<file path="src/rtl/ls_pkg.sv">
// Shared state/mode encodings for the life-support array and its compartment channels.
package ls_pkg;

  typedef enum logic [1:0] {
    ST_OFF  = 2'd0,
    ST_NORM = 2'd1,
    ST_DEF  = 2'd2,
    ST_STL  = 2'd3
  } state_t;

  typedef enum logic [1:0] {
    MD_NORM = 2'd0,
    MD_DEF  = 2'd1,
    MD_STL  = 2'd2,
    MD_RSV  = 2'd3
  } mode_t;

  // Reserved mode code falls back to normal operation.
  function automatic state_t mode_to_state(input logic [1:0] m);
    case (mode_t'(m))
      MD_DEF:  return ST_DEF;
      MD_STL:  return ST_STL;
      default: return ST_NORM;
    endcase
  endfunction

endpackage

</file>
<file path="src/rtl/ls_channel.sv">
// One compartment: saturating O2 and temperature tracking plus its fatal flag.
module ls_channel
  import ls_pkg::*;
#(
  parameter int W          = 8,
  parameter int TEMP_LIMIT = 100
) (
  input  logic         clk,
  input  logic         rst,
  input  logic         load,
  input  logic         run,
  input  logic         stealth,
  input  logic [W-1:0] o2_init,
  input  logic [W-1:0] temp_set,
  input  logic         o2sup,
  output logic [W-1:0] o2,
  output logic [W-1:0] temp,
  output logic         fatal
);

  localparam logic [W-1:0] LIMIT = W'(TEMP_LIMIT);

  always_ff @(posedge clk or negedge rst) begin
    if (!rst) begin
      o2   <= '0;
      temp <= '0;
    end else if (load) begin
      o2   <= o2_init;
      temp <= temp_set;
    end else if (run) begin
      if (o2sup) o2 <= (o2 == '1) ? o2 : o2 + W'(1);
      else       o2 <= (o2 == '0) ? o2 : o2 - W'(1);
      if (stealth)               temp <= (temp == '1) ? temp : temp + W'(1);
      else if (temp < temp_set)  temp <= temp + W'(1);
      else if (temp > temp_set)  temp <= temp - W'(1);
    end
  end

  assign fatal = run & ((temp >= LIMIT) | (o2 == '0));

endmodule

</file>
<file path="src/rtl/life_support_array.sv">
// Life-support controller: power/shield FSM plus CH compartment channels.
// Optional LS_STICKY_ALARM_EN latches alarm until load or reset.
module life_support_array
  import ls_pkg::*;
#(
  parameter int W          = 8,
  parameter int CH         = 4,
  parameter int TEMP_LIMIT = 100,
  parameter int SHIELD_MAX = 200,
  parameter int ATK_DMG    = 5,
  parameter int CHRG_STEP  = 4
) (
  input  logic            clk,
  input  logic            rst,
  input  logic            load,
  input  logic [W-1:0]    pwr_in,
  input  logic [W-1:0]    shield_in,
  input  logic [CH*W-1:0] o2_in,
  input  logic [CH*W-1:0] temp_set,
  input  logic [CH-1:0]   o2sup,
  input  logic            chrg,
  input  logic            atk,
  input  logic [1:0]      mode,
  output logic [W-1:0]    power,
  output logic [W-1:0]    shield,
  output logic [CH*W-1:0] o2,
  output logic [CH*W-1:0] temp,
  output logic [CH-1:0]   fatal,
  output logic            alarm,
  output logic [1:0]      state
);

  localparam logic [W:0]   CHRG = (W+1)'(CHRG_STEP);
  localparam logic [W-1:0] ATK  = W'(ATK_DMG);
  localparam logic [W-1:0] SMAX = W'(SHIELD_MAX);

  state_t       st;
  logic [W:0]   sum;
  logic [W-1:0] drain;
  logic [W-1:0] power_next;
  logic [W-1:0] shield_next;

  always_comb begin
    sum         = {1'b0, power} + CHRG;
    drain       = (st == ST_NORM) ? W'(1) : W'(2);
    power_next  = power;
    shield_next = shield;
    if (chrg) power_next = sum[W] ? '1 : sum[W-1:0];
    else      power_next = (power > drain) ? power - drain : '0;
    if (atk)                                shield_next = (shield > ATK) ? shield - ATK : '0;
    else if (st == ST_DEF && shield < SMAX) shield_next = shield + W'(1);
  end

  // Mode is honoured only while power remains; the transition uses pre-update power.
  always_ff @(posedge clk or negedge rst) begin
    if (!rst) begin
      st     <= ST_OFF;
      power  <= '0;
      shield <= '0;
    end else if (load) begin
      st     <= ST_NORM;
      power  <= pwr_in;
      shield <= shield_in;
    end else if (st != ST_OFF) begin
      st     <= (power == '0) ? ST_NORM : mode_to_state(mode);
      power  <= power_next;
      shield <= shield_next;
    end
  end

  assign state = st;

  for (genvar i = 0; i < CH; i++) begin : g_ch
    ls_channel #(.W(W), .TEMP_LIMIT(TEMP_LIMIT)) u_ch (
      .clk      (clk),
      .rst      (rst),
      .load     (load),
      .run      (st != ST_OFF),
      .stealth  (st == ST_STL),
      .o2_init  (o2_in[i*W +: W]),
      .temp_set (temp_set[i*W +: W]),
      .o2sup    (o2sup[i]),
      .o2       (o2[i*W +: W]),
      .temp     (temp[i*W +: W]),
      .fatal    (fatal[i])
    );
  end

`ifdef LS_STICKY_ALARM_EN
  logic latched;
  always_ff @(posedge clk or negedge rst) begin
    if (!rst)         latched <= 1'b0;
    else if (load)    latched <= 1'b0;
    else if (|fatal)  latched <= 1'b1;
  end
  assign alarm = latched | (|fatal);
`else
  assign alarm = |fatal;
`endif

endmodule

</file>
<file path="config.mk">
export PLATFORM = sky130hd
export DESIGN_NAME = life_support_array
export DESIGN_NICKNAME = d
export VERILOG_FILES = /design/src/rtl/ls_pkg.sv /design/src/rtl/ls_channel.sv /design/src/rtl/life_support_array.sv
export SDC_FILE = /design/constraint.sdc
export NUM_CORES = 1
export LEC_CHECK = 0
export ABC_AREA = 1
export CAP_MARGIN = 40
export CORE_ASPECT_RATIO = 0.7
export CORE_MARGIN = 4
export CORE_UTILIZATION = 30
export DETAILED_ROUTE_END_ITERATION = 7
export SYNTH_ARGS = -nofsm -noshare
export SYNTH_HDL_FRONTEND = slang
export SYNTH_SLANG_ARGS = --single-unit
</file>
<file path="constraint.sdc">
create_clock -name clk -period 2.65 [get_ports clk]
set_input_delay 0.53 -clock clk [delete_from_list [all_inputs] [get_ports clk]]
set_output_delay 0.53 -clock clk [all_outputs]
set_load 0.05 [all_outputs]
</file>
* Word level (Yosys, flattened, before mapping)
Index checks and enable logic that the tools add are counted.
** Operators by class
- Add/sub/neg operators :: 20
- $mul :: 0
- Div/mod/pow operators :: 0
- Order comparisons :: 15
- Equal/unequal tests :: 25
- Shifts and indexed selects :: 0
- Multiplexer cells :: 59
- Bitwise gates (word level) :: 8
- Reduce and logical (&&, ||, !) cells :: 23
** Operators with widths (number)
- 8-bit two-way mux :: 54
- 8-bit by 1-bit adder with 8-bit output, second input constant :: 9
- 8-bit == test, second input constant :: 8
- 8-bit by 1-bit subtractor with 8-bit output, second input constant :: 8
- 8-bit logical NOT :: 5
- 3-bit != test, second input constant :: 12
- 8-bit by 7-bit greater-or-equal comparator with 1-bit output, second input constant :: 4
- 8-bit greater-than comparator :: 4
- 8-bit < comparator :: 4
- 3-bit AND reduction :: 8
- 4-bit nonzero test :: 4
- 8-bit by 3-bit adder with 9-bit output, second input constant :: 1
- 8-bit by 2-bit greater-than comparator with 1-bit output :: 1
- 8-bit by 3-bit greater-than comparator with 1-bit output, second input constant :: 1
- 8-bit < comparator, second input constant :: 1
- 2-bit two-way mux :: 4
- 8-bit by 2-bit subtractor with 8-bit output :: 1
- 8-bit by 3-bit subtractor with 8-bit output, second input constant :: 1
- 2-bit == test, second input constant :: 3
- 1-bit bitwise AND :: 4
- 2-bit by 1-bit == test with 1-bit output, second input constant :: 2
- 1-bit OR :: 4
- 2-bit one-hot mux with 2 select lines :: 1
- 2-bit nonzero test :: 2
- 4 further kinds :: 4
** Storage, ports and cells
- Bits in registers :: 82
- Latch bits :: 0
- RAM bits :: 0
- ROM bits :: 0
- Output and inout bits :: 87
- Memories :: 0

* Logic depth before layout (Yosys ltp)
- Depth in word-level cells :: 7
- Depth in mapped cells :: 15

* Cells and area by module
A second synthesis with hierarchy kept.
** Second synthesis, totals
- Cell total of the unflattened synthesis :: 1379
- Area, all modules :: 8899.8 um^2
** Modules (own cells, without submodules)
- ls_channel (g_ch[0].u_ch ...) :: times used 3, cells each 272, area each 1778.0 um^2, sequential area each 400.4 um^2
- life_support_array :: times used 1, cells each 289, area each 1796.7 um^2, sequential area each 450.4 um^2
- ls_channel (g_ch[1].u_ch) :: times used 1, cells each 274, area each 1769.2 um^2, sequential area each 400.4 um^2

* Worst setup path before layout
Ideal clock, no wire load.
- Kind :: register to register
- Start point :: register st[0], in the netlist state[0]
- End point :: register power[1]
- Setup time :: 131 ps
- Arrival :: 2328 ps
- Required time :: 2519 ps
- Slack :: 191 ps
- Stages on the path, launching flop included :: 16
- Path through :: dfrtp_1 > inv_1 > nor2_1 > ha_1 > inv_1 > fa_1 > nand2_1 > nand2_1 > nand2_1 > inv_1 > o21ai_1 > inv_1 > nand2_1 > nand2_1 > o211ai_1 > o21ai_0
** On the way
- Word-level cells in the longest chain between the ends :: 7
- Elaborated cells on any way between the ends :: 10
** RTL lines
- start, declared :: RTL line life_support_array.sv:37 : state_t st;
- start signal, assigned :: RTL line life_support_array.sv:65 : st <= (power == '0) ? ST_NORM : mode_to_state(mode);
- 2-bit by 1-bit == test with 1-bit output :: RTL line life_support_array.sv:45 : drain = (st == ST_NORM) ? W'(1) : W'(2);
- 2-bit two-way mux :: RTL line life_support_array.sv:45
- 8-bit by 2-bit subtractor with 8-bit output / 8-bit by 2-bit greater-than comparator with 1-bit output (equally long branches) :: RTL line life_support_array.sv:49 : else power_next = (power > drain) ? power - drain : '0;
- 8-bit two-way mux :: RTL line life_support_array.sv:49
- 8-bit two-way mux :: RTL line life_support_array.sv:48 : if (chrg) power_next = sum[W] ? '1 : sum[W-1:0];
- 8-bit two-way mux :: RTL line life_support_array.sv:64 : end else if (st != ST_OFF) begin
- 8-bit two-way mux :: RTL line life_support_array.sv:60 : end else if (load) begin
- end signal, assigned :: RTL line life_support_array.sv:62 : power <= pwr_in;
- end signal, assigned :: RTL line life_support_array.sv:66 : power <= power_next;
- end, declared :: RTL line life_support_array.sv:24 : output logic [W-1:0] power,
Several ways; a longest one is shown, not always the timed one. The select of a mux whose other input is x is not followed.
A chain may end at the register's enable or synchronous reset.

* Final worst setup path
- Start point :: register g_ch[0].u_ch.o2[0]
- End point :: output port alarm
** On the way
- Word-level cells in the longest chain between the ends :: 4
** RTL lines
- start, declared :: RTL line ls_channel.sv:16 : output logic [W-1:0] o2,
- start signal, assigned :: RTL line ls_channel.sv:28 : o2 <= o2_init;
- start signal, assigned :: RTL line ls_channel.sv:31 : if (o2sup) o2 <= (o2 == '1) ? o2 : o2 + W'(1);
- start signal, assigned :: RTL line ls_channel.sv:32 : else o2 <= (o2 == '0) ? o2 : o2 - W'(1);
- 8-bit logical NOT :: RTL line ls_channel.sv:39 : assign fatal = run & ((temp >= LIMIT) | (o2 == '0));
- 1-bit OR :: RTL line ls_channel.sv:39
- 1-bit bitwise AND :: RTL line ls_channel.sv:39
- 4-bit OR reduction :: RTL line life_support_array.sv:98 : assign alarm = |fatal;
- end, declared :: RTL line life_support_array.sv:29 : output logic alarm,
No other way between the ends.

==> qor.csv <==
stage,metric,value,unit
clocking,cts-buffers-inserted,9,
sta,finalMaxSlewViolations,0,
sta,fin_crit,2.48,ns
floorplan,die_area,32100,µm²
sta,slew_headroom,46.3,%
final_layout,nFillCells,3111,
clocking,cts.sinks,82,
power_and_ir_drop,power_density,811,nW/µm²
clocking,cts_tree,yes,
final_layout,final_nets,1769,
power_and_ir_drop,p_switching,4810,µW
drt,routed-via-count,9706,
min_path,hold_class,input port to async pin,
drt,wl_per_cell,15.4,µm
drt,dr.pass1.iters,5,
synth,synthCells,1408,
power_and_ir_drop,switching_share,51.4,%
setup_path,cp-start-kind,flip-flop,
sta,finalSetupViolCount,0,
synth,ys_seq_area_share,23.4,%
drt,wl,30.5,mm
final_layout,area_delta_synth_final,31.6,%
job,cap_violations,0,
synth,syn-num-nets,1581,
setup_path,arrival,1.95,ns
sta,layout_setup_ws,0.168,ns
synth,syn-cell-area,8780,µm²
final_layout,drive_above_1_share,6.25,%
global_routing,grt_overflow_total,0,
power_and_ir_drop,p_leak,0.00577,µW
placed_design,dp_slack,0.103,ns
global_routing,grt_pass1_vias,9214,
placed_design,gp_congestion,0.877,
global_routing,grt_pass1_wl,48.7,mm
placed_design,dpl-instance-area,11200,µm²
final_layout,utilization,40.0,%
sta,fin_skew,0.00984,ns
power_and_ir_drop,power,9370,µW
clocking,root_buffer,clkbuf_16,
power_and_ir_drop,power.internal,4560,µW
sta,worst_slew_pin_slew,0.806,ns
power_and_ir_drop,clock_power_share,15.6,%
clocking,cts_max_level,3,
sta,fin_crit_sh,93.6,%
clocking,clk_latency,0.36,ns
placed_design,io_buffers,177,
power_and_ir_drop,seqPwrFrac,23.5,%
floorplan,die_y,151,µm
drt,drt-vias-per-instance,4.90,
synth,synth_seq_cells,82,
synth,ys_warn_count,0,
clocking,clkTransAtPathRegs,0.07,ns
setup_path,worstPathRequired,2.12,ns
setup_path,endpoint_kind,output port,
power_and_ir_drop,ir_drop,304,µV
global_routing,grt_max_degree,61,
outcome,status,"finished, final reports clean",
setup_path,critPathKind,flip-flop to output port,
power_and_ir_drop,p_comb_share,60.9,%
floorplan,initial_core_util,30.4,%
synth,avgSynthCellArea,6.24,µm²
sta,hold_viol_final,0,
floorplan,io-pin-count,178,
clocking,clockBufferDepth,2,
drt,initialDrtViolationCount,808,
global_routing,antenna_found_initial,1,
floorplan,core,28900,µm²
sta,fin_setup_tns,0,ns
synth,synth.distinct_cells,40,
drt,ant_nets,0,
placed_design,dp_hpwl,23.2,mm
global_routing,grtUsageTotal,18.9,%
sta,max_freq,403,MHz
setup_path,path_max_fanout,4,
floorplan,die_w,212,µm
drt,drc,0,
sta,rsz0062_at_grt,no,
final_layout,post-route-cell-area,11600,µm²
floorplan,std_cell_rows,52,
## timing repair
item / 4_1_cts / 5_1_grt
setup buffers: 0 / 0
gates resized for setup: 0 / 10
hold buffers: 0 / 0
setup endpoints to repair: 0 / 5
## layout by cell type (no fill, tap or decap), drive strengths merged, types with 12 or more instances in the layout
cell	Yosys	layout
nand2	380	380
inv	204	204
nor2	189	189
clkdlybuf4s50	0	170
nand3	138	138
dfrtp	82	82
o21ai	78	78
ha	77	77
a21oi	65	65
buf	19	45
xor2	35	35
nand4	24	24
o211ai	18	18
xnor2	15	15
nor3	12	12
## per-stage QoR
| stage | cells | hold slack (ns) |
|---|---|---|
| 2_1_floorplan | 1408 | 0.234 |
| 3_3_place_gp | 1963 | 0.553 |
| 3_5_place_dp | 1963 | 0.544 |
| 4_1_cts | 1978 | 0.297 |
| 5_1_grt | 1979 | 0.310 |
| 6_report | 1979 | 0.250 |
## layer usage
layer	global-route usage [%]	vias to the layer above	routed length, µm
met4	5.47	0	616
met3	4.04	40	2000
li1	-	4904	-
met2	27.7	317	12700
met1	27.9	4445	15200
met5	0	-	0
## critical path: stages (launching register included)
cell and delay (ns):
dfrtp_1 0.43, inv_1 0.14, nand3_1 0.11, nor3_1 0.15, buf_4 0.17, nor2_1 0.04, a21oi_1 0.23, nor2_1 0.07
nand2_1 0.11, buf_12 0.14
## cells by family after synthesis
family	after synthesis	synth area share (%)
compound gates	191	12.1
xor+xnor	50	4.99
fa+ha+maj	82	12.1
buf+inv	244	10.9
flops	82	23.4
simple gates	759	36.5
## area by class of cell
class	count	area, µm²	share of cell area, %
Clock inverter	4	75.1	0.650
Sequential cell	82	2060	17.8
Inverter	206	773	6.69
Tap cell	378	473	4.09
Timing Repair Buffer	215	2120	18.4
Clock buffer	11	253	2.19
Antenna cell	1	2.50	0.0217
Multi-Input combinational cell	1082	5800	50.2
## registers in the layout, summed over array words and instances (netlist names)
register,count
state,2
shield,8
g_ch.u_ch.temp,32
g_ch.u_ch.o2,32
power,8
## final timing paths
path,start,endpoint,slack (ns),cells after the start
worst max-delay path,g_ch[0].u_ch.o2[0]$_DFFE_PN0P_,alarm,0.17,9
worst min-delay path,rst,g_ch[2].u_ch.temp[7]$_DFFE_PN0P_,0.25,1
worst max register to register,state[0]$_DFFE_PN0P_,power[1]$_DFFE_PN0P_,0.29,15
worst min register to register,shield[5]$_DFFE_PN0P_,shield[5]$_DFFE_PN0P_,0.57,2
max in group asynchronous,rst,shield[0]$_DFFE_PN0P_,1.74,2
min in group clk,shield[5]$_DFFE_PN0P_,shield[5]$_DFFE_PN0P_,0.57,2
## Yosys cell counts, drive strengths merged
| cell | instances | area share, % |
|---|---|---|
| o21a | 3 | 0.26 |
| clkbuf | 19 | 0.81 |
| o21bai | 6 | 0.51 |
| o22ai | 5 | 0.36 |
| a21o | 3 | 0.26 |
| nor4 | 1 | 0.071 |
| xnor2 | 15 | 1.5 |
| o211ai | 18 | 1.5 |
| o21ai | 78 | 4.4 |
| nand3 | 138 | 8.1 |
| nand3b | 7 | 0.60 |
| ha | 77 | 11 |
| nor3b | 1 | 0.086 |
| nand2 | 380 | 16 |
| xor2 | 35 | 3.5 |
| a21boi | 1 | 0.086 |
| a31oi | 6 | 0.43 |
| fa | 5 | 1.1 |
| nor3 | 12 | 0.80 |
| nor2 | 189 | 8.3 |
| or2 | 6 | 0.43 |
| inv | 204 | 8.7 |
| dfrtp | 82 | 23 |
| a21oi | 65 | 3.7 |
| buf | 19 | 1.3 |
| a22oi | 6 | 0.51 |
| nand4 | 24 | 1.7 |
| and2 | 1 | 0.071 |
| clkinv | 2 | 0.086 |
## power by group through the flow
stage,Sequential (µW),Combinational [µW],Clock [µW]
floorplan,3110,2890,0
detailed placement,2200,5670,0
CTS,2190,5700,1520
global placement,2210,5630,0
global route,2270,6310,1560
finish,2200,5700,1470
No activity file was read; power rests on OpenSTA's default activity.
